**config.mk**
```make
export PLATFORM = sky130hd
export DESIGN_NAME = adc_scan_ctrl
export DESIGN_NICKNAME = d
export VERILOG_FILES = /design/src/rtl/adc_scan_ctrl.sv
export SDC_FILE = /design/constraint.sdc
export NUM_CORES = 1
export LEC_CHECK = 0
export ABC_CLOCK_PERIOD_IN_PS = 4000
export CAP_MARGIN = 20
export CORE_ASPECT_RATIO = 0.7
export CORE_UTILIZATION = 55
export CTS_BUF_LIST = sky130_fd_sc_hd__clkbuf_2 sky130_fd_sc_hd__clkbuf_4 sky130_fd_sc_hd__clkbuf_8
export DETAILED_ROUTE_END_ITERATION = 7
export PLACE_DENSITY = 0.82
export SKIP_CTS_REPAIR_TIMING = 1
export SLEW_MARGIN = 10
export SYNTH_ARGS = -nofsm -noshare
export SYNTH_HDL_FRONTEND = slang
export SYNTH_SLANG_ARGS = --single-unit
export TNS_END_PERCENT = 50
```
**constraint.sdc**
```tcl
create_clock -name clock_i -period 4 [get_ports clock_i]
set_input_delay 1 -clock clock_i [delete_from_list [all_inputs] [get_ports clock_i]]
set_output_delay 1 -clock clock_i [all_outputs]
set_load 0.02 [all_outputs]
```
**src/rtl/adc_scan_ctrl.sv**
```systemverilog
// Round-robin MCP3008-style scanner: drives 3-byte SPI frames and emits one 10-bit result per frame.
// Latency: CS_SETUP + 3*(1 + SPI byte time) + CS_HOLD cycles from chip-select fall to sample_valid_o.
// Backpressure: sample_ready_i low holds the result and stalls the next frame; nothing is dropped.
module adc_scan_ctrl #(
    parameter int NUM_CH   = 8,
    parameter int CS_SETUP = 4,
    parameter int CS_HOLD  = 4,
    parameter int CS_GAP   = 16
) (
    input  logic              clock_i,
    input  logic              reset_ni,
    input  logic              enable_i,
    input  logic [NUM_CH-1:0] ch_mask_i,
    output logic              sample_valid_o,
    input  logic              sample_ready_i,
    output logic [9:0]        sample_data_o,
    output logic [2:0]        sample_ch_o,
    output logic              busy_o,
    output logic              spi_start_o,
    output logic [7:0]        spi_tx_o,
    input  logic              spi_done_i,
    input  logic [7:0]        spi_rx_i,
    output logic              CS_n_o
);

    localparam int CNT_MAX = (CS_SETUP > CS_HOLD) ?
                             ((CS_SETUP > CS_GAP) ? CS_SETUP : CS_GAP) :
                             ((CS_HOLD > CS_GAP) ? CS_HOLD : CS_GAP);
    localparam int CW = $clog2(CNT_MAX + 1);

    typedef enum logic [2:0] {
        S_IDLE,
        S_SETUP,
        S_START,
        S_WAIT,
        S_HOLD,
        S_OUTPUT,
        S_GAP
    } state_t;

    state_t        state_q, state_d;
    logic          cs_n_q, cs_n_d;
    logic [2:0]    cur_ch_q, cur_ch_d;
    logic [2:0]    last_ch_q, last_ch_d;
    logic [1:0]    byte_idx_q, byte_idx_d;
    logic [1:0]    rx1_lo_q, rx1_lo_d;
    logic [7:0]    rx2_q, rx2_d;
    logic [CW-1:0] cnt_q, cnt_d;
    logic          vld_q, vld_d;
    logic [9:0]    data_q, data_d;
    logic [2:0]    ch_q, ch_d;

    logic [7:0]    mask8;
    logic [2:0]    pick_ch;
    logic [2:0]    cand;
    logic          can_launch;
    logic          launch;

    assign mask8      = 8'(ch_mask_i);
    assign can_launch = enable_i && (ch_mask_i != '0);

    // Walk downward so the lowest offset past last_ch wins; wrap is modulo NUM_CH.
    always_comb begin
        pick_ch = '0;
        cand    = '0;
        for (int i = NUM_CH; i >= 1; i--) begin
            cand = 3'((int'(last_ch_q) + i) % NUM_CH);
            if (mask8[cand]) pick_ch = cand;
        end
    end

    always_comb begin
        state_d    = state_q;
        cs_n_d     = cs_n_q;
        cur_ch_d   = cur_ch_q;
        last_ch_d  = last_ch_q;
        byte_idx_d = byte_idx_q;
        rx1_lo_d   = rx1_lo_q;
        rx2_d      = rx2_q;
        cnt_d      = cnt_q;
        vld_d      = vld_q;
        data_d     = data_q;
        ch_d       = ch_q;
        launch     = 1'b0;

        case (state_q)
            S_IDLE: launch = can_launch;
            S_SETUP: begin
                if (cnt_q == CW'(CS_SETUP - 1)) begin
                    state_d = S_START;
                    cnt_d   = '0;
                end else begin
                    cnt_d = cnt_q + 1'b1;
                end
            end
            S_START: state_d = S_WAIT;
            S_WAIT: begin
                if (spi_done_i) begin
                    if (byte_idx_q == 2'd1) rx1_lo_d = spi_rx_i[1:0];
                    if (byte_idx_q == 2'd2) rx2_d = spi_rx_i;
                    if (byte_idx_q < 2'd2) begin
                        byte_idx_d = byte_idx_q + 1'b1;
                        state_d    = S_START;
                    end else begin
                        state_d = S_HOLD;
                        cnt_d   = '0;
                    end
                end
            end
            S_HOLD: begin
                if (cnt_q == CW'(CS_HOLD - 1)) begin
                    cs_n_d    = 1'b1;
                    data_d    = {rx1_lo_q, rx2_q};
                    ch_d      = cur_ch_q;
                    vld_d     = 1'b1;
                    last_ch_d = cur_ch_q;
                    cnt_d     = '0;
                    state_d   = S_OUTPUT;
                end else begin
                    cnt_d = cnt_q + 1'b1;
                end
            end
            // The gap counter runs from chip-select rise and saturates, so it overlaps the handshake.
            S_OUTPUT: begin
                if (cnt_q != CW'(CS_GAP)) cnt_d = cnt_q + 1'b1;
                if (sample_ready_i) begin
                    vld_d   = 1'b0;
                    state_d = S_GAP;
                end
            end
            S_GAP: begin
                if (cnt_q != CW'(CS_GAP)) begin
                    cnt_d = cnt_q + 1'b1;
                end else if (can_launch) begin
                    launch = 1'b1;
                end else begin
                    state_d = S_IDLE;
                end
            end
            default: state_d = S_IDLE;
        endcase

        if (launch) begin
            state_d    = S_SETUP;
            cur_ch_d   = pick_ch;
            cs_n_d     = 1'b0;
            byte_idx_d = '0;
            cnt_d      = '0;
        end
    end

    always_ff @(posedge clock_i or negedge reset_ni) begin
        if (!reset_ni) begin
            state_q    <= S_IDLE;
            cs_n_q     <= 1'b1;
            cur_ch_q   <= '0;
            last_ch_q  <= 3'(NUM_CH - 1);
            byte_idx_q <= '0;
            rx1_lo_q   <= '0;
            rx2_q      <= '0;
            cnt_q      <= '0;
            vld_q      <= 1'b0;
            data_q     <= '0;
            ch_q       <= '0;
        end else begin
            state_q    <= state_d;
            cs_n_q     <= cs_n_d;
            cur_ch_q   <= cur_ch_d;
            last_ch_q  <= last_ch_d;
            byte_idx_q <= byte_idx_d;
            rx1_lo_q   <= rx1_lo_d;
            rx2_q      <= rx2_d;
            cnt_q      <= cnt_d;
            vld_q      <= vld_d;
            data_q     <= data_d;
            ch_q       <= ch_d;
        end
    end

    always_comb begin
        case (byte_idx_q)
            2'd0:    spi_tx_o = 8'h01;
            2'd1:    spi_tx_o = {1'b1, cur_ch_q, 4'b0000};
            default: spi_tx_o = 8'h00;
        endcase
    end

    assign spi_start_o    = (state_q == S_START);
    assign busy_o         = (state_q != S_IDLE);
    assign CS_n_o         = cs_n_q;
    assign sample_valid_o = vld_q;
    assign sample_data_o  = data_q;
    assign sample_ch_o    = ch_q;

endmodule

```
After elaboration in Yosys (flattened, before gate mapping)
Cells that the tools add are included.
W data, S select, Z words.
{ "word_totals": {"ff_bits": 41, "in_bits": 21, "out_inout_bits": 25} }
{ "classes": {"n_addsub": 10, "magnitude_cmp": 9, "eq_ne": 21, "mux": 52, "reduce_logical": 22} }
{ "op_table": {"columns": ["operator", "n"], "rows": [
  ["$mux W3", 16],
  ["$lt A3 B4 Y1 const B", 8],
  ["$mux W5", 5],
  ["$bmux W1 S3", 8],
  ["$ne A3 B3 Y1 const B", 7],
  ["$pmux W3 S7", 1],
  ["$pmux W8 S2", 1],
  ["$pmux W5 S3", 1],
  ["$mux W1", 14],
  ["$add A3 B3 Y3 const B", 4],
  ["$reduce_and A3 Y1", 4],
  ["$reduce_bool A2 Y1", 6],
  ["$eq A3 B3 Y1 const B", 3],
  ["$mux W2", 4],
  ["$reduce_bool A8 Y1", 1],
  ["$reduce_and A7 Y1", 1],
  ["$add A3 B1 Y3 const B", 2],
  ["$add A3 B2 Y3 const B", 2],
  ["$eq A3 B2 Y1 const B", 2],
  ["$ne A2 B2 Y1 const B", 3],
  ["$add A5 B1 Y5 const B", 1],
  ["$eq A5 B2 Y1 const B", 1],
  ["$ne A5 B5 Y1 const B", 1],
  ["$pmux W1 S2", 2],
  ["14 further kinds", 16]
]} }

Logic depth before layout (Yosys ltp)
{ "logic_depth": {"ltp_word": 11, "ltp_mapped": 11, "ltp_nobuf": 8} }

Worst setup path before layout
No wires, ideal clock.
{ "synth_timing": {"kind": "reg2reg", "startpoint": "reg last_ch_q[1]", "endpoint": "reg cur_ch_q[0]", "setup_ps": 120, "arrival_time_ps": 2693, "required_ps": 3880, "setup_slack_ps": 1186, "stages_incl_launch_ff": 12, "n_path_buf": 3, "synth_period_minus_slack_ps": 2814, "path_cell_list": "dfstp_2 buf_2 buf_2 inv_1 ha_1 buf_2 mux4_2 mux2i_1 nor2_1 mux2i_1 o31ai_1 a41o_1"} }
{ "synth_between": {"elab_chain_cells": 11} }
{ "synth_lines": {"columns": ["element", "line", "rtl"], "rows": [
  ["from (decl)", "44", "logic [2:0] last_ch_q, last_ch_d;"],
  ["from (signal assigned)", "157", "last_ch_q <= 3'(NUM_CH - 1);"],
  ["from (signal assigned)", "169", "last_ch_q <= last_ch_d;"],
  ["$add A3 B1 Y3", "67", "cand = 3'((int'(last_ch_q) + i) % NUM_CH);"],
  ["$bmux W1 S3", "68", "if (mask8[cand]) pick_ch = cand;"],
  ["$mux W1 (not written as such)", "68", null],
  ["$mux W3 (7 in series)", "68", null],
  ["$mux W3 *", "68", null],
  ["to (signal assigned)", "168", "cur_ch_q <= cur_ch_d;"],
  ["to (decl)", "43", "logic [2:0] cur_ch_q, cur_ch_d;"]
]} }
Mark *: on every way between the ends. The rest lies on a longest branch, timed or not. The select of a mux whose other input is x is not followed.
A chain may end at the register's enable or synchronous reset.

Final worst setup path
{ "layout_timing": {"startpoint": "reg last_ch_q[0]", "endpoint": "reg cur_ch_q[0]"} }
The elaborated chain is that of the path after synthesis.

==> results.py <==
metrics = {
    "global_routing": {
        "antenna_found_initial": 0,
        "overflow": 0,
        "grt_pass1_wl_mm": 10.4,
        "grt_pass1_vias": 2082,
        "grtUsageTotal": 0.265,
        "grt_max_degree": 42,
    },
    "critical_path": {
        "cp_max_fo": 16,
        "crit_required_ns": 4.18,
        "arrival_ns": 3.45,
        "rr_worst_depth": 8,
        "endpoint": "cur_ch_q[0]",
        "crit_path_start": "last_ch_q[0]",
        "worstReg2RegStart": "last_ch_q[0]",
        "critical_path_class": "reg2reg",
        "crit_path_end_kind": "flip-flop",
        "r2r-end": "cur_ch_q[0]",
        "crit_path_start_kind": "flip-flop",
        "r2r_slack_ns": 0.74,
    },
    "min_path": {
        "holdCritPathClass": "reg2reg",
        "holdPathStages": 2,
    },
    "drt": {
        "firstDrtPassIters": 5,
        "routed_wirelength_mm": 6.29,
        "drc": 0,
        "ant_nets": 0,
        "vias": 2312,
        "drt_iter0_markers": 210,
        "drt-vias-per-instance": 5.90,
        "wl_per_cell_um": 16.1,
    },
    "placed_design": {
        "portBuffers": 42,
        "placedCellCount": 384,
        "dpl_worst_slack_ns": 0.773,
        "hpwl_mm": 4.71,
        "gp_congestion": 0.966,
    },
    "synthesis": {
        "ys_async_sr_fraction": 1.00,
        "ys_types": 56,
        "yosys_warnings": 0,
        "avgSynthCellArea_um2": 9.37,
        "synth_edf_count": 0,
        "syn_area_um2": 2720,
        "synth-main-ff-cell": "dfrtp_1",
        "yosysSeqAreaShare": 0.380,
        "synth_seq_cells": 41,
        "postSynthCellCount": 290,
    },
    "cells_and_area": {
        "final_nets": 353,
        "layout-drive-gt1-share": 0.144,
        "n_antenna_cell": 0,
        "nFillCells": 350,
        "finish.utilization": 0.712,
        "stdcell_count": 392,
        "area_growth_syn_to_layout_pct": 18.7,
    },
    "timing": {
        "timing.final.crit_share": 0.816,
        "setup_tns_ns": 0,
        "relSlewSlack": 0.347,
        "setup_viol": 0,
        "fin_skew_ns": 0.00511,
        "fin_ws_ns": 0.737,
        "fmax_ghz": 0.306,
        "period_minus_slack_ns": 3.26,
        "worstMarginPinSlew_ns": 0.974,
        "rsz0062_at_grt": "no",
        "finalHoldViolations": 0,
        "drv_slew": 0,
    },
    "clock_network": {
        "clkTransAtPathRegs_ns": 0.08,
        "cts_max_path_buffers": 2,
        "cts_tree": "yes",
        "clkSinkCount": 41,
        "cts-buffers-inserted": 5,
        "cts-root-buf": "clkbuf_8",
        "clkLatencyLatePin_ns": 0.29,
        "htreeDepth": 2,
    },
    "power": {
        "switchingPower_w": 0.000737,
        "leakagePower_nw": 1.41,
        "switching_share": 0.412,
        "internal_power_w": 0.00105,
        "pwr_density_cell_nw_per_um2": 555,
        "pwr-share-clk": 0.152,
        "comb_power_share": 0.479,
        "ir_drop_uv": 315,
        "seqPwrFrac": 0.369,
    },
    "floorplanning": {
        "initial_utilization": 0.600,
        "core_um2": 4530,
        "dieWidth_um": 86.0,
        "num_rows": 20,
        "die_area_um2": 5230,
        "io_pins": 46,
        "fp.dieH_um": 60.8,
    },
    "run_status": {
        "status": "complete, no violations",
    },
    "flow_run": {
        "maxCapViolCount": 0,
    },
}
worst max-delay path, stage by stage, from the launching register on:
cell     delay, ns
dfstp_2       0.80
inv_1         0.22
ha_1          0.56
mux4_2        0.62
mux2i_1       0.38
nor2_1        0.08
mux2i_1       0.18
o31ai_1       0.11
a41o_1        0.20
cell families after synthesis:
| kind of cell | count (synthesis) | share of synthesized area |
|---|---|---|
| XOR/XNOR | 5 | 0.0161 |
| AO/OA/AOI/OAI | 55 | 0.135 |
| other | 1 | 0.00138 |
| buffers and inverters | 30 | 0.0525 |
| flip-flops | 41 | 0.380 |
| multiplexers | 31 | 0.169 |
| AND/OR/NAND/NOR | 119 | 0.211 |
| adder cells (fa/ha/maj) | 8 | 0.0359 |
power groups by stage:
stage | logic [W] | registers (W) | clock network, W
5_1_grt | 0.000939 | 0.000680 | 0.000297
4_1_cts | 0.000848 | 0.000657 | 0.000280
3_3_place_gp | 0.000828 | 0.000657 | 0
3_5_place_dp | 0.000840 | 0.000664 | 0
2_1_floorplan | 0.000657 | 0.000607 | 0
6_report | 0.000858 | 0.000660 | 0.000272
registers in the layout, indices dropped and copies added, names as in the netlist:
signal	flops
last_ch_q	3
state_q	3
rx2_q	8
sample_data_o	10
byte_idx_q	2
sample_ch_o	3
sample_valid_o	1
cnt_q	5
cur_ch_q	3
CS_n_o	1
rx1_lo_q	2
through the flow:
step | power (W) | hold slack [ns] | area, um^2
floorplan | 0.00126 | 0.433 | 2720
global placement | 0.00149 | 0.443 | 3140
detailed placement | 0.00150 | 0.450 | 3140
CTS | 0.00179 | 0.469 | 3230
global route | 0.00192 | 0.500 | 3230
finish | 0.00179 | 0.466 | 3230
metal layers:
layer,track usage,wire length (um),vias up
met3,0.0884,526,6
met2,0.381,2690,97
met4,0.0500,48,0
met1,0.393,3030,1102
met5,0,0,-
li1,-,-,1107
worst min-delay path by stage:
stage / startpoint / endpoint / slack, ns
3_5_place_dp: rx2_q[3] / sample_data_o[3] / 0.45
2_1_floorplan: rx2_q[0] / sample_data_o[0] / 0.43
3_3_place_gp: rx2_q[6] / sample_data_o[6] / 0.44
6_report: rx2_q[3] / sample_data_o[3] / 0.47
4_1_cts: rx2_q[3] / sample_data_o[3] / 0.47
5_1_grt: rx2_q[2] / sample_data_o[2] / 0.50
cells in the final DEF, fill, tap and decap left out, drive strengths merged, types with 3 or more instances in the layout:
cell / n
dfstp: 4
nor3: 4
ha: 7
o22ai: 4
a211oi: 5
a21oi: 13
and2: 3
nor2b: 5
mux2i: 6
nand2: 72
mux4: 10
inv: 14
nor3b: 3
mux2: 15
clkbuf: 5
dfrtp: 37
nor2: 10
nand3: 6
o21ai: 12
clkdlybuf4s50: 41
or3: 3
or4: 3
o31ai: 3
xor2: 3
conb: 3
final cells by class:
type,instances,area [um^2],share of cell area
Multi-Input combinational cell,221,1550,0.481
Sequential cell,41,1030,0.320
Timing Repair Buffer,43,423,0.131
Tap cell,66,82.6,0.0256
Clock buffer,5,68.8,0.0213
Inverter,13,48.8,0.0151
Clock inverter,3,21.3,0.00659
cell usage after synthesis, types with 6 or more instances:
master	n	share of area
nand3_1	6	0.011
a21oi_1	12	0.022
mux2i_1	6	0.022
dfrtp_1	37	0.34
buf_2	9	0.017
inv_1	13	0.018
nor2_1	10	0.014
ha_1	7	0.032
mux4_2	10	0.083
nand2_1	72	0.099
o21ai_0	10	0.018
mux2_2	14	0.058
(Power assumes the default switching activity.)
